$ cat config.mk
export PLATFORM = sky130hd
export DESIGN_NAME = ram_bank
export DESIGN_NICKNAME = d
export VERILOG_FILES = /design/src/rtl/ram_bank_pkg.sv /design/src/rtl/ram_bank_word_reg.sv /design/src/rtl/ram_bank.sv
export SDC_FILE = /design/constraint.sdc
export NUM_CORES = 1
export LEC_CHECK = 0
export ABC_AREA = 1
export CAP_MARGIN = 20
export CORE_ASPECT_RATIO = 0.6
export CORE_MARGIN = 2
export CORE_UTILIZATION = 25
export CTS_BUF_LIST = sky130_fd_sc_hd__clkbuf_4
export CTS_CLUSTER_SIZE = 12
export DETAILED_ROUTE_END_ITERATION = 7
export PLACE_DENSITY = 0.39
export SYNTH_ARGS = -nofsm -noshare
export SYNTH_HDL_FRONTEND = slang
export SYNTH_SLANG_ARGS = --single-unit
$ cat constraint.sdc
create_clock -name clk_i -period 2.41 [get_ports clk_i]
set_input_delay 0.482 -clock clk_i [delete_from_list [all_inputs] [get_ports clk_i]]
set_output_delay 0.482 -clock clk_i [all_outputs]
set_load 0.01 [all_outputs]
$ cat src/rtl/ram_bank_pkg.sv
// Shared definitions for the ram_bank data store: op encodings and default geometry.
package ram_bank_pkg;

  typedef enum logic [1:0] {
    OpRead = 2'b00,
    OpLoad = 2'b01,
    OpInc  = 2'b10,
    OpClr  = 2'b11
  } op_e;

  localparam int unsigned DefaultWidth = 16;
  localparam int unsigned DefaultDepth = 8;

endpackage

$ cat src/rtl/ram_bank_word_reg.sv
// One WIDTH-bit load register with synchronous active-low reset to zero.
module ram_bank_word_reg #(
  parameter int unsigned WIDTH = 16
) (
  input  logic             clk_i,
  input  logic             rst_ni,
  input  logic             en_i,
  input  logic [WIDTH-1:0] d_i,
  output logic [WIDTH-1:0] q_o
);

  logic [WIDTH-1:0] q_q;

  always_ff @(posedge clk_i) begin
    if (!rst_ni) begin
      q_q <= '0;
    end else if (en_i) begin
      q_q <= d_i;
    end
  end

  assign q_o = q_q;

endmodule

$ cat src/rtl/ram_bank.sv
// Bank of DEPTH word registers with load/increment/clear ops and write-first registered
// readback plus a zero flag.
module ram_bank
  import ram_bank_pkg::*;
#(
  parameter int unsigned WIDTH  = DefaultWidth,
  parameter int unsigned DEPTH  = DefaultDepth,
  localparam int unsigned ADDR_W = $clog2(DEPTH)
) (
  input  logic              clk_i,
  input  logic              rst_ni,
  input  logic [WIDTH-1:0]  in_i,
  input  logic [1:0]        op_i,
  input  logic [ADDR_W-1:0] address_i,
  output logic [WIDTH-1:0]  out_o,
  output logic              zero_o
);

  logic [WIDTH-1:0] mem [DEPTH];
  logic [DEPTH-1:0] wr_en;
  logic [WIDTH-1:0] cur_word;
  logic [WIDTH-1:0] next_word;
  logic             do_write;

  logic [WIDTH-1:0] out_q, out_d;
  logic             zero_q, zero_d;

  assign cur_word = mem[address_i];

  always_comb begin
    next_word = cur_word;
    do_write  = 1'b0;
    unique case (op_e'(op_i))
      OpRead: begin
        next_word = cur_word;
        do_write  = 1'b0;
      end
      OpLoad: begin
        next_word = in_i;
        do_write  = 1'b1;
      end
      OpInc: begin
        next_word = cur_word + WIDTH'(1);
        do_write  = 1'b1;
      end
      OpClr: begin
        next_word = '0;
        do_write  = 1'b1;
      end
      default: begin
        next_word = cur_word;
        do_write  = 1'b0;
      end
    endcase
  end

  for (genvar i = 0; i < DEPTH; i++) begin : g_words
    assign wr_en[i] = do_write && (address_i == ADDR_W'(i));

    ram_bank_word_reg #(
      .WIDTH(WIDTH)
    ) u_word (
      .clk_i (clk_i),
      .rst_ni(rst_ni),
      .en_i  (wr_en[i]),
      .d_i   (next_word),
      .q_o   (mem[i])
    );
  end

  // Readback shows the post-op value of the addressed word, so it follows next_word.
  always_comb begin
    out_d  = next_word;
    zero_d = (next_word == '0);
  end

  always_ff @(posedge clk_i) begin
    if (!rst_ni) begin
      out_q  <= '0;
      zero_q <= 1'b1;
    end else begin
      out_q  <= out_d;
      zero_q <= zero_d;
    end
  end

  assign out_o  = out_q;
  assign zero_o = zero_q;

endmodule

Yosys cells after proc, flatten, opt, wreduce, memory -nomap -nowiden

Cells that the tools add are included.
Widths: inputs -> output; s select.

Bits in registers: 145
Word-level logic and storage cells: 40
Output and inout port bits: 17
Input port bits: 23

Add/sub/neg operators: 1
Equality and inequality tests: 10
Bitwise gates (word level): 1
Reduce and logical (&&, ||, !) cells: 12
Mux-type cells: 5
Order comparisons: 1

Operators by type and width:

| cell                  | count |
|---|---|
| $pmux 16 s4           | 1 |
| $bmux 16 s3           | 1 |
| $mux 16               | 2 |
| $add 16x1->16 const B | 1 |
| $logic_not 16->1      | 1 |
| $eq 3x3->1 const B    | 4 |
| $logic_and 1x1->1     | 8 |
| $eq 3x2->1 const B    | 2 |
| $eq 2x2->1 const B    | 2 |
| $ge 4x4->1 const B    | 1 |
| $not 3->4             | 1 |
| $eq 3x1->1 const B    | 1 |
| $logic_not 3->1       | 1 |
| $reduce_or 3->1       | 1 |
| $eq 2x1->1 const B    | 1 |
| $logic_not 2->1       | 1 |
| $pmux 1 s2            | 1 |

Depth between registers and ports, before layout

Gate-level depths: netlist of the first run.

Depth after elaboration: 7
Depth in mapped cells: 23
Mapped depth without buffers: 21

Hierarchy

A second synthesis of the first run with hierarchy kept.

Cells, all modules: 1367
Area total of the unflattened synthesis: 8049.0 µm²

By module, submodules not included:

| module            | cells each | area an instance (µm²) | sequential area each (µm²) | times used |
|---|---|---|---|---|
| ram_bank_word_reg | 101        | 674.4                  | 320.3                      | 8 |
| ram_bank          | 559        | 2653.8                 | 340.3                      | 1 |

Worst setup path before layout of the first run

OpenSTA, ideal clock, no wires.

Path kind: input to register
Start point: input address_i[1]
End point: register g_words[1].u_word.q_q[10]
Library setup time: 116 ps
Arrival: 2271 ps
Data required time: 2294 ps
Stages: 19
Path buffers: 2
Setup slack: 23 ps
Cell sequence: buf_4 inv_6 buf_2 nand2_1 nand2_1 nand2_1 nand2_2 ha_1 inv_1 nor2_4 nand2_1 nor2_4 nand3_1 nand3_1 nand2_1 inv_1 nand2_1 o211ai_1 inv_1

Word-level cells in the longest chain between the ends: 6
Elaborated cells between the ends (all ways): 8
Classes of those cells: add/sub: 1; eq/ne: 1; mux: 4; bitwise: 1; reduce/logical: 1

RTL lines:

| element                                     | RTL line                | source |
|---|---|---|
| from (decl)                                 | ram_bank.sv:14          | `input logic [ADDR_W-1:0] address_i,` |
| $not 3->4 (not written as such)             | ram_bank.sv:28          | `assign cur_word = mem[address_i];` |
| $bmux 16 s3                                 | ram_bank.sv:28          |  |
| $mux 16 (not written as such) (2 in series) | ram_bank.sv:28          |  |
| $add 16x1->16                               | ram_bank.sv:43          | `next_word = cur_word + WIDTH'(1);` |
| $pmux 16 s4                                 | ram_bank.sv:33          | `unique case (op_e'(op_i))` |
| to (signal assigned)                        | ram_bank_word_reg.sv:18 | `q_q <= d_i;` |
| to (decl)                                   | ram_bank_word_reg.sv:12 | `logic [WIDTH-1:0] q_q;` |

Parallel ways exist; a longest one is shown, timed or not. The select of a mux whose other input is x is not followed.
A chain may end at the register's enable or synchronous reset.

Final worst setup path of the first run

Start point: input address_i[2]
End point: register zero_q (netlist: zero_o)

Word-level cells in the longest chain between the ends: 7

RTL lines:

| element                                         | RTL line       | source |
|---|---|---|
| $not 3->4 (not written as such) (*)             | ram_bank.sv:28 |  |
| $bmux 16 s3 (*)                                 | ram_bank.sv:28 |  |
| $mux 16 (not written as such) (*) (2 in series) | ram_bank.sv:28 |  |
| $add 16x1->16                                   | ram_bank.sv:43 |  |
| $pmux 16 s4 (*)                                 | ram_bank.sv:33 |  |
| $logic_not 16->1 (*)                            | ram_bank.sv:74 | `zero_d = (next_word == '0);` |
| to (signal assigned)                            | ram_bank.sv:83 | `zero_q <= zero_d;` |
| to (decl)                                       | ram_bank.sv:26 | `logic zero_q, zero_d;` |

Every way passes the cells marked *; elsewhere a longest branch is shown, timed or not. The select of a mux whose other input is x is not followed.

==> results of run 1 <==
==> synthesized netlist by cell type, drive strengths merged <==
| cell type | instances | share of area [%] |
|---|---|---|
| nand3 | 52 | 3.8 |
| dfxtp | 145 | 40 |
| o221ai | 2 | 0.24 |
| nand2 | 327 | 18 |
| buf | 19 | 2.3 |
| clkbuf | 39 | 2.0 |
| a22o | 1 | 0.12 |
| nand4 | 2 | 0.17 |
| nand3b | 1 | 0.10 |
| inv | 173 | 9.2 |
| ha | 1 | 0.17 |
| clkinv | 4 | 0.21 |
| nor2 | 78 | 4.7 |
| a21oi | 74 | 5.2 |
| o211ai | 58 | 6.1 |
| a22oi | 1 | 0.10 |
| o21ai | 105 | 7.4 |
| o22ai | 2 | 0.17 |
==> layout make-up <==
cell class                 count  share of cell area [%]
antenna                        1                  0.0269
clock buffer                  19                    1.53
clock inverter                12                    1.25
inverter                     177                    7.41
multi-input combinational    704                    36.4
sequential                   145                    31.2
tap                          375                    5.03
timing repair buffer         160                    17.1
timing repair inverter         1                  0.0671
==> logic make-up (layout without fill, tap and decap cells) <==
| logic type | Yosys count | count (layout) | synth area share [%] |
|---|---|---|---|
| AO/OA/AOI/OAI | 243 | 243 | 19.3 |
| adder cells (fa/ha/maj) | 1 | 1 | 0.174 |
| buffers and inverters | 235 | 369 | 13.7 |
| flip-flops | 145 | 145 | 40.4 |
| other | 0 | 1 | 0 |
| AND/OR/NAND/NOR | 460 | 460 | 26.5 |
==> worst max-delay path by stage <==
stage                                           from                                     end  slack, ps  depth (start not counted)
5_1_grt        g_words[0].u_word.q_o[2]$_SDFFE_PN0P_                       zero_o$_SDFF_PN1_         -4                         17
6_report                                address_i[2]                       zero_o$_SDFF_PN1_        140                         18
4_1_cts                                 address_i[1]                       zero_o$_SDFF_PN1_        -10                         20
3_3_place_gp                            address_i[1]                       zero_o$_SDFF_PN1_       -890                         20
2_1_floorplan                           address_i[1]  g_words[1].u_word.q_o[10]$_SDFFE_PN0P_         20                         19
3_5_place_dp                            address_i[1]                       zero_o$_SDFF_PN1_       -880                         20
==> worst max-delay path: cells and delay by family <==
family,cells,cell delay [ps]
buffers and inverters,4,910
AND/OR/NAND/NOR,13,1370
AO/OA/AOI/OAI,1,50
==> flip-flops by register name (all words and copies together) (netlist names) <==
name / count
g_words.u_word.q_o: 128
zero_o: 1
out_o: 16
==> layer usage <==
metal / track usage (%) / routed length (um) / vias to the layer above
met5: 0 / 0 / -
met1: 28.0 / 14700 / 3208
met3: 2.97 / 1140 / 23
met2: 25.1 / 10400 / 144
met4: 4.74 / 331 / 0
li1: - / - / 3686
==> power groups by stage <==
stage               Clock (W)  Combinational (W)  Sequential (W)
floorplan                   0           0.000494         0.00261
global placement            0            0.00103         0.00262
detailed placement          0            0.00102         0.00261
CTS                   0.00164            0.00104         0.00256
global route          0.00173            0.00117         0.00258
finish                0.00158            0.00106         0.00256
==> metrics by stage <==
| stage | hold WS [ps] | std cells | TNS [ps] |
|---|---|---|---|
| after global placement | 477 | 1555 | -75890 |
| after CTS | 265 | 1588 | -14.4 |
| after detailed placement | 477 | 1555 | -75430 |
| final | 315 | 1594 | 0 |
| after floorplan | 467 | 1084 | 0 |
| after global routing | 296 | 1594 | -3.57 |
==> repair_timing <==
item                       CTS  global route
hold buffers                 0             0
pin swaps                    1             6
resized for setup            8            29
buffers inserted             2             3
hold endpoints to repair     0             0
gates cloned                 0             2
setup endpoints to repair   34            92
==> key figures, run 1 <==
Job
  • Max Cap Viol: 0

Timing
  • Final setup margin: between 100 and 150 ps
  • Slew headroom: 62.7%
  • Skew final: approximately 31 ps
  • Max-slew violation count: 0
  • Slew @ Worst Pin: approximately 550 ps
  • Period utilisation layout: a little over nine tenths
  • Tmin final: around 2300 ps
  • Setup-failing EPs final: 0
  • Fmax: between 0.4 and 0.5 GHz
  • Endpoints failing hold: 0

Global route
  • Grt ovf: 0
  • GRT Overall Usage: a little under a fifth
  • First-pass GRT wire length: approximately 40 mm
  • Vias in the first global route: ~6600
  • Antenna violations before repair: 1
  • Pin count of the biggest net entering global routing: ~100

Drt
  • Via count: ~7000
  • Vias per cell: about 4.4
  • Remaining antenna violation count: 0
  • Iteration-0 DRC Markers: roughly 490
  • Drt first pass iters: 5
  • Wirelength per Cell: roughly 17 um
  • # DRC: 0
  • WL final: 26.6 mm

Clock network
  • CTS tree: built
  • CTS sink cnt: between 100 and 150
  • CTS buffer count: 17
  • Clock latency on the worst-skew pair: approximately 610 ps
  • Clock buffer depth: 2
  • Clk slew on worst S/H paths: about 140 ps
  • Htree depth: 4
  • Root buf cell: clkbuf_4

Worst hold path
  • Hold Crit Start: rst_ni
  • Tightest Hold Check Type: in2reg
  • Worst Hold End: out_o[8]$_SDFF_PN0_
  • Hold depth: 3

Critical path
  • Crit path largest cell delay: approximately 500 ps
  • CP required: 2950 ps
  • Register-to-Register Path Depth: 14
  • Reg-to-reg critical path startpoint: g_words[0].u_word.q_o[2]$_SDFFE_PN0P_
  • CP Launch Type: primary input
  • CP Capture Type: flip-flop
  • Kind of critical path: in2reg
  • Crit-path slowest cell: clkdlybuf4s50_1
  • Reg2Reg Setup Slack: roughly 200 ps
  • Most used cell, CP: nand2_1
  • Crit path max fanout: 13
  • Reg-to-reg endpoint: g_words[5].u_word.q_o[3]$_SDFFE_PN0P_
  • Data arrival, critical path: between 2000 and 3000 ps
  • Cell Chain, Critical Path: clkdlybuf4s50_1 > buf_6 > buf_12 > a21oi_1 > nand3_1 > nand2_4 > nor2_4 > buf_4 > nand2_1 > nor2_4 > nand3_1 > nand3_2 > nand2_4 > nor2_1 > nand2_1 > nor2_2 > nand2_1 > nand2_1

Power and ir drop
  • Sw frac: between 30% and 40%
  • Clock power share: a little under a third
  • Peak supply drop: roughly 0.00023 V
  • Net Sw Power: between 0.0015 and 0.002 W
  • Flop pwr share: a little under 50%
  • Internal: between 0.003 and 0.004 W
  • Power per Cell Area: ~560 nW/um^2
  • Static Leak: 4.50 nW
  • Total power draw: approximately 0.0052 W
  • Gate power share: 20.4%

Layout
  • Layout net count: roughly 1200
  • Commonest non-fill, non-tap cell in the layout: nand2_1
  • FF/Latch Area: around 2900 sq um
  • P&R area growth vs syn: 29.6%
  • Share of cells above drive strength 1: roughly 17%
  • Util after Layout: between 30% and 40%
  • Layout fillers: 3123
  • Final Instance Area: 9320 sq um
  • Multi-input gate area: 3390 sq um
  • Most frequent cells in the layout: nand2_1 (306), inv_1 (163), dfxtp_1 (143), o21ai_0 (102), buf_4 (96)

Logic synthesis
  • Distinct cells, synth: 32
  • Post-Syn Area per Cell: 6.63 sq um
  • Post-Syn Nets: between 1000 and 1500
  • Ys Warns: 0
  • Sequential cell area fraction in the yosys report: between 40% and 50%
  • Cells after synthesis: approximately 1100
  • Register bit total from synthesis: around 150
  • Post-synthesis instance area: 7190 sq um

Die
  • Chip width: 223 um
  • CORE AREA: 28500 sq um
  • Die height: ~140 um
  • I/O pins: 40
  • Die ar.: 30200 sq um
  • Effective utilization at floorplan: between 20% and 30%
  • Std cell rows: 48

Placement
  • Hpwl dp: around 19 mm
  • Placed inst area: between 8000 and 9000 sq um
  • Port Buffers: 39
  • Routability cong.: 0.842
  • Setup WS pre-CTS: -877 ps

Outcome
  • Outcome: finished clean
Note: power is estimated with default switching activity, not from simulation.
==> run 2: changes to the inputs <==
--- a/config.mk
+++ b/config.mk
@@ -7,12 +7,12 @@
 export LEC_CHECK = 0
 export ABC_AREA = 1
 export CAP_MARGIN = 20
-export CORE_ASPECT_RATIO = 0.6
 export CORE_MARGIN = 2
 export CORE_UTILIZATION = 25
 export CTS_BUF_LIST = sky130_fd_sc_hd__clkbuf_4
 export CTS_CLUSTER_SIZE = 12
 export DETAILED_ROUTE_END_ITERATION = 7
+export MAX_ROUTING_LAYER = met4
 export PLACE_DENSITY = 0.39
 export SYNTH_ARGS = -nofsm -noshare
 export SYNTH_HDL_FRONTEND = slang
==> run 2 against run 1 <==
  * Core utilization down 0.41 points
  * Power is 2.5% lower
  * Global-route usage fell by 0.066 points
  * Critical path type unchanged
==> key figures, run 2 (synthesized netlist as in run 1, its figures left out) <==
Outcome
  • Outcome: finished clean

Drt
  • Via count: 6934 (-1.8%)
  • Drt first pass iters: 5 (unchanged)
  • Vias per cell: 4.35 (-1.8%)
  • WL final: 25.7 mm (-3.4%)
  • Top Metal Used: met4
  • Remaining antenna violation count: 0 (unchanged)
  • Wirelength per Cell: 16.1 um (-3.4%)
  • Iteration-0 DRC Markers: 424 (-14%)
  • DR WL met2: 11.9 mm (+15%)
  • Met3 WL: 584 um (-49%)
  • Post-Route M1 WL: 12.9 mm (-12%)
  • # DRC: 0 (unchanged)

Clock network
  • CTS tree: built
  • Root buf cell: clkbuf_4
  • Clk slew on worst S/H paths: 160 ps (+20 ps)
  • Cts hold-fix bufs: 0 (unchanged)
  • CTS sink cnt: 145 (unchanged)
  • Clock buffer depth: 2 (unchanged)
  • Htree depth: 4 (unchanged)
  • CTS buffer count: 17 (unchanged)
  • Clock latency on the worst-skew pair: 570 ps (-40 ps)

Critical path
  • CP Capture Type: flip-flop
  • Register-to-Register Path Depth: 18 (+4)
  • CP Launch Type: primary input
  • Crit path max fanout: 9 (-4)
  • CP required: 2930 ps (-20 ps)
  • Reg-to-reg endpoint: zero_o$_SDFF_PN1_
  • Kind of critical path: in2reg
  • Reg2Reg Setup Slack: 210 ps (about the same)
  • Crit path to: zero_o$_SDFF_PN1_
  • Setup crit start: address_i[2]
  • Reg-to-reg critical path startpoint: g_words[5].u_word.q_o[1]$_SDFFE_PN0P_
  • Data arrival, critical path: 2840 ps (+30 ps)

Global route
  • Pin count of the biggest net entering global routing: 101 (unchanged)
  • GRT Overall Usage: 18.0% (-0.066 points)
  • Grt ovf: 0 (unchanged)
  • Antenna violations before repair: 1 (unchanged)
  • Vias in the first global route: 6752 (+2.7%)
  • First-pass GRT wire length: 40.2 mm (-0.10%)

Layout
  • Number of flip-flops in the largest register: 128 (unchanged)
  • P&R area growth vs syn: 28.1%
  • Layout fillers: 3172 (+1.6%)
  • FF/Latch Area: 2900 sq um (about the same)
  • Layout net count: 1220 (-0.81%)
  • Commonest non-fill, non-tap cell in the layout: nand2_1
  • Most frequent cells in the layout: nand2_1 (303), inv_1 (163), dfxtp_1 (145), o21ai_0 (100), buf_4 (88)
  • Multi-input gate area: 3380 sq um (-0.26%)
  • Share of cells above drive strength 1: 16.7% (-0.12 points)

Die
  • Chip width: 174 um (-22%)
  • Die height: 174 um (+28%)
  • Effective utilization at floorplan: 25.2% (about the same)
  • CORE AREA: 28500 sq um (about the same)
  • I/O pins: 40 (unchanged)
  • Die ar.: 30100 sq um (-0.15%)
  • Std cell rows: 62 (+29%)

Placement
  • Routability cong.: 0.849 (+0.86%)
  • Port Buffers: 39 (unchanged)
  • Hpwl dp: 18.4 mm (-2.9%)

Timing
  • Slew @ Worst Pin: 506 ps (-47.3 ps)
  • Hold WS: 385 ps (+70.0 ps)
  • Total negative slack: 0 ps (unchanged)
  • Skew final: 31.1 ps (-0.306 ps)
  • Setup-failing EPs final: 0 (unchanged)
  • Tmin final: 2320 ps (+48.5 ps)
  • Max-slew violation count: 0 (unchanged)
  • Slew headroom: 66.3% (+3.5 points)
  • RSZ-0062 raised after global routing: no
  • Fmax: 0.431 GHz (-2.1%)
  • Endpoints failing hold: 0 (unchanged)
  • Period utilisation layout: 96.3% (+2.0 points)

Power and ir drop
  • Static Leak: 4.39 nW (-2.3%)
  • Power per Cell Area: 551 nW/um^2 (-1.3%)
  • Peak supply drop: 0.000235 V (+0.55%)

Job
  • Max Cap Viol: 0 (unchanged)

Worst hold path
  • Tightest Hold Check Type: in2reg
-- run 2: cell types whose count changed in the layout (fill, tap and decap cells not counted), sizes merged --
cell	before	now
buf	122	113
dlymetal6s2s	1	0
dlygate4sd2	0	1
clkinv	13	10
bufinv	2	0
clkinvlp	1	4
clkbuf	20	18
inv	174	178
-- run 2: per-layer routing --
metal	vias up	global-route usage, %
met5	-	-
met3	10	2.43
met4	0	3.26
li1	3663	-
met1	3181	24.3
met2	80	29.0
-- run 2: worst min path at each step --
stage                                             endpoint                                    from  cells past startpoint
finish                                   zero_o$_SDFF_PN1_                                  rst_ni                      3
floorplan           g_words[3].u_word.q_o[12]$_SDFFE_PN0P_  g_words[3].u_word.q_o[12]$_SDFFE_PN0P_                      2
CTS                                    out_o[6]$_SDFF_PN0_                                  rst_ni                      4
detailed placement  g_words[2].u_word.q_o[12]$_SDFFE_PN0P_  g_words[2].u_word.q_o[12]$_SDFFE_PN0P_                      2
global route                             zero_o$_SDFF_PN1_                                  rst_ni                      3
global placement     g_words[5].u_word.q_o[3]$_SDFFE_PN0P_   g_words[5].u_word.q_o[3]$_SDFFE_PN0P_                      2
-- run 2: layout make-up --
cell class              count  share of cell area (%)
multi-input cells         704                    36.7
flip-flops and latches    145                    31.5
repair buffers            151                    16.3
inverters                 177                    7.46
well taps                 384                    5.22
clock buffers              17                    1.39
clock inverters            15                    1.35
diodes                      1                  0.0272
-- run 2: stage by stage --
stage,power (W),setup WS (ps),utilization (%),area (sq um),instances
after floorplan,0.00311,22.6,-,7190,1084
after global placement,0.00363,-790,31.0,8850,1559
after detailed placement,0.00362,-766,31.0,8850,1559
after CTS,0.00514,62.4,32.1,9150,1593
after global routing,0.00534,12.3,32.3,9210,1594
final,0.00507,90.0,32.3,9210,1594
-- run 2: timing repair --
action / 4_1_cts / 5_1_grt
setup buffers: 2 / 0
gates cloned: 0 / 0
endpoints found under the setup margin: 30 / 58
endpoints found under the hold margin: 0 / 0
gates resized for setup: 14 / 19
pin swaps: 2 / 2
-- run 2: critical path, cell delays in order --
cell and delay, ps:
clkdlybuf4s50_1 470, buf_4 220, buf_4 160, nand3_1 190
nand2_2 140, nor2_4 150, nand2_1 80, nor2_2 150
nand3_1 90, nand3_1 80, nand2_1 60, nand2_2 80
buf_12 130, nand2_1 80, nor2_2 160, nand2_1 70
nand2_1 50
-- run 2: power by group --
group          internal (W)  switching, W
combinational      0.000412      0.000609
clock              0.000436       0.00105
sequential          0.00251     0.0000482
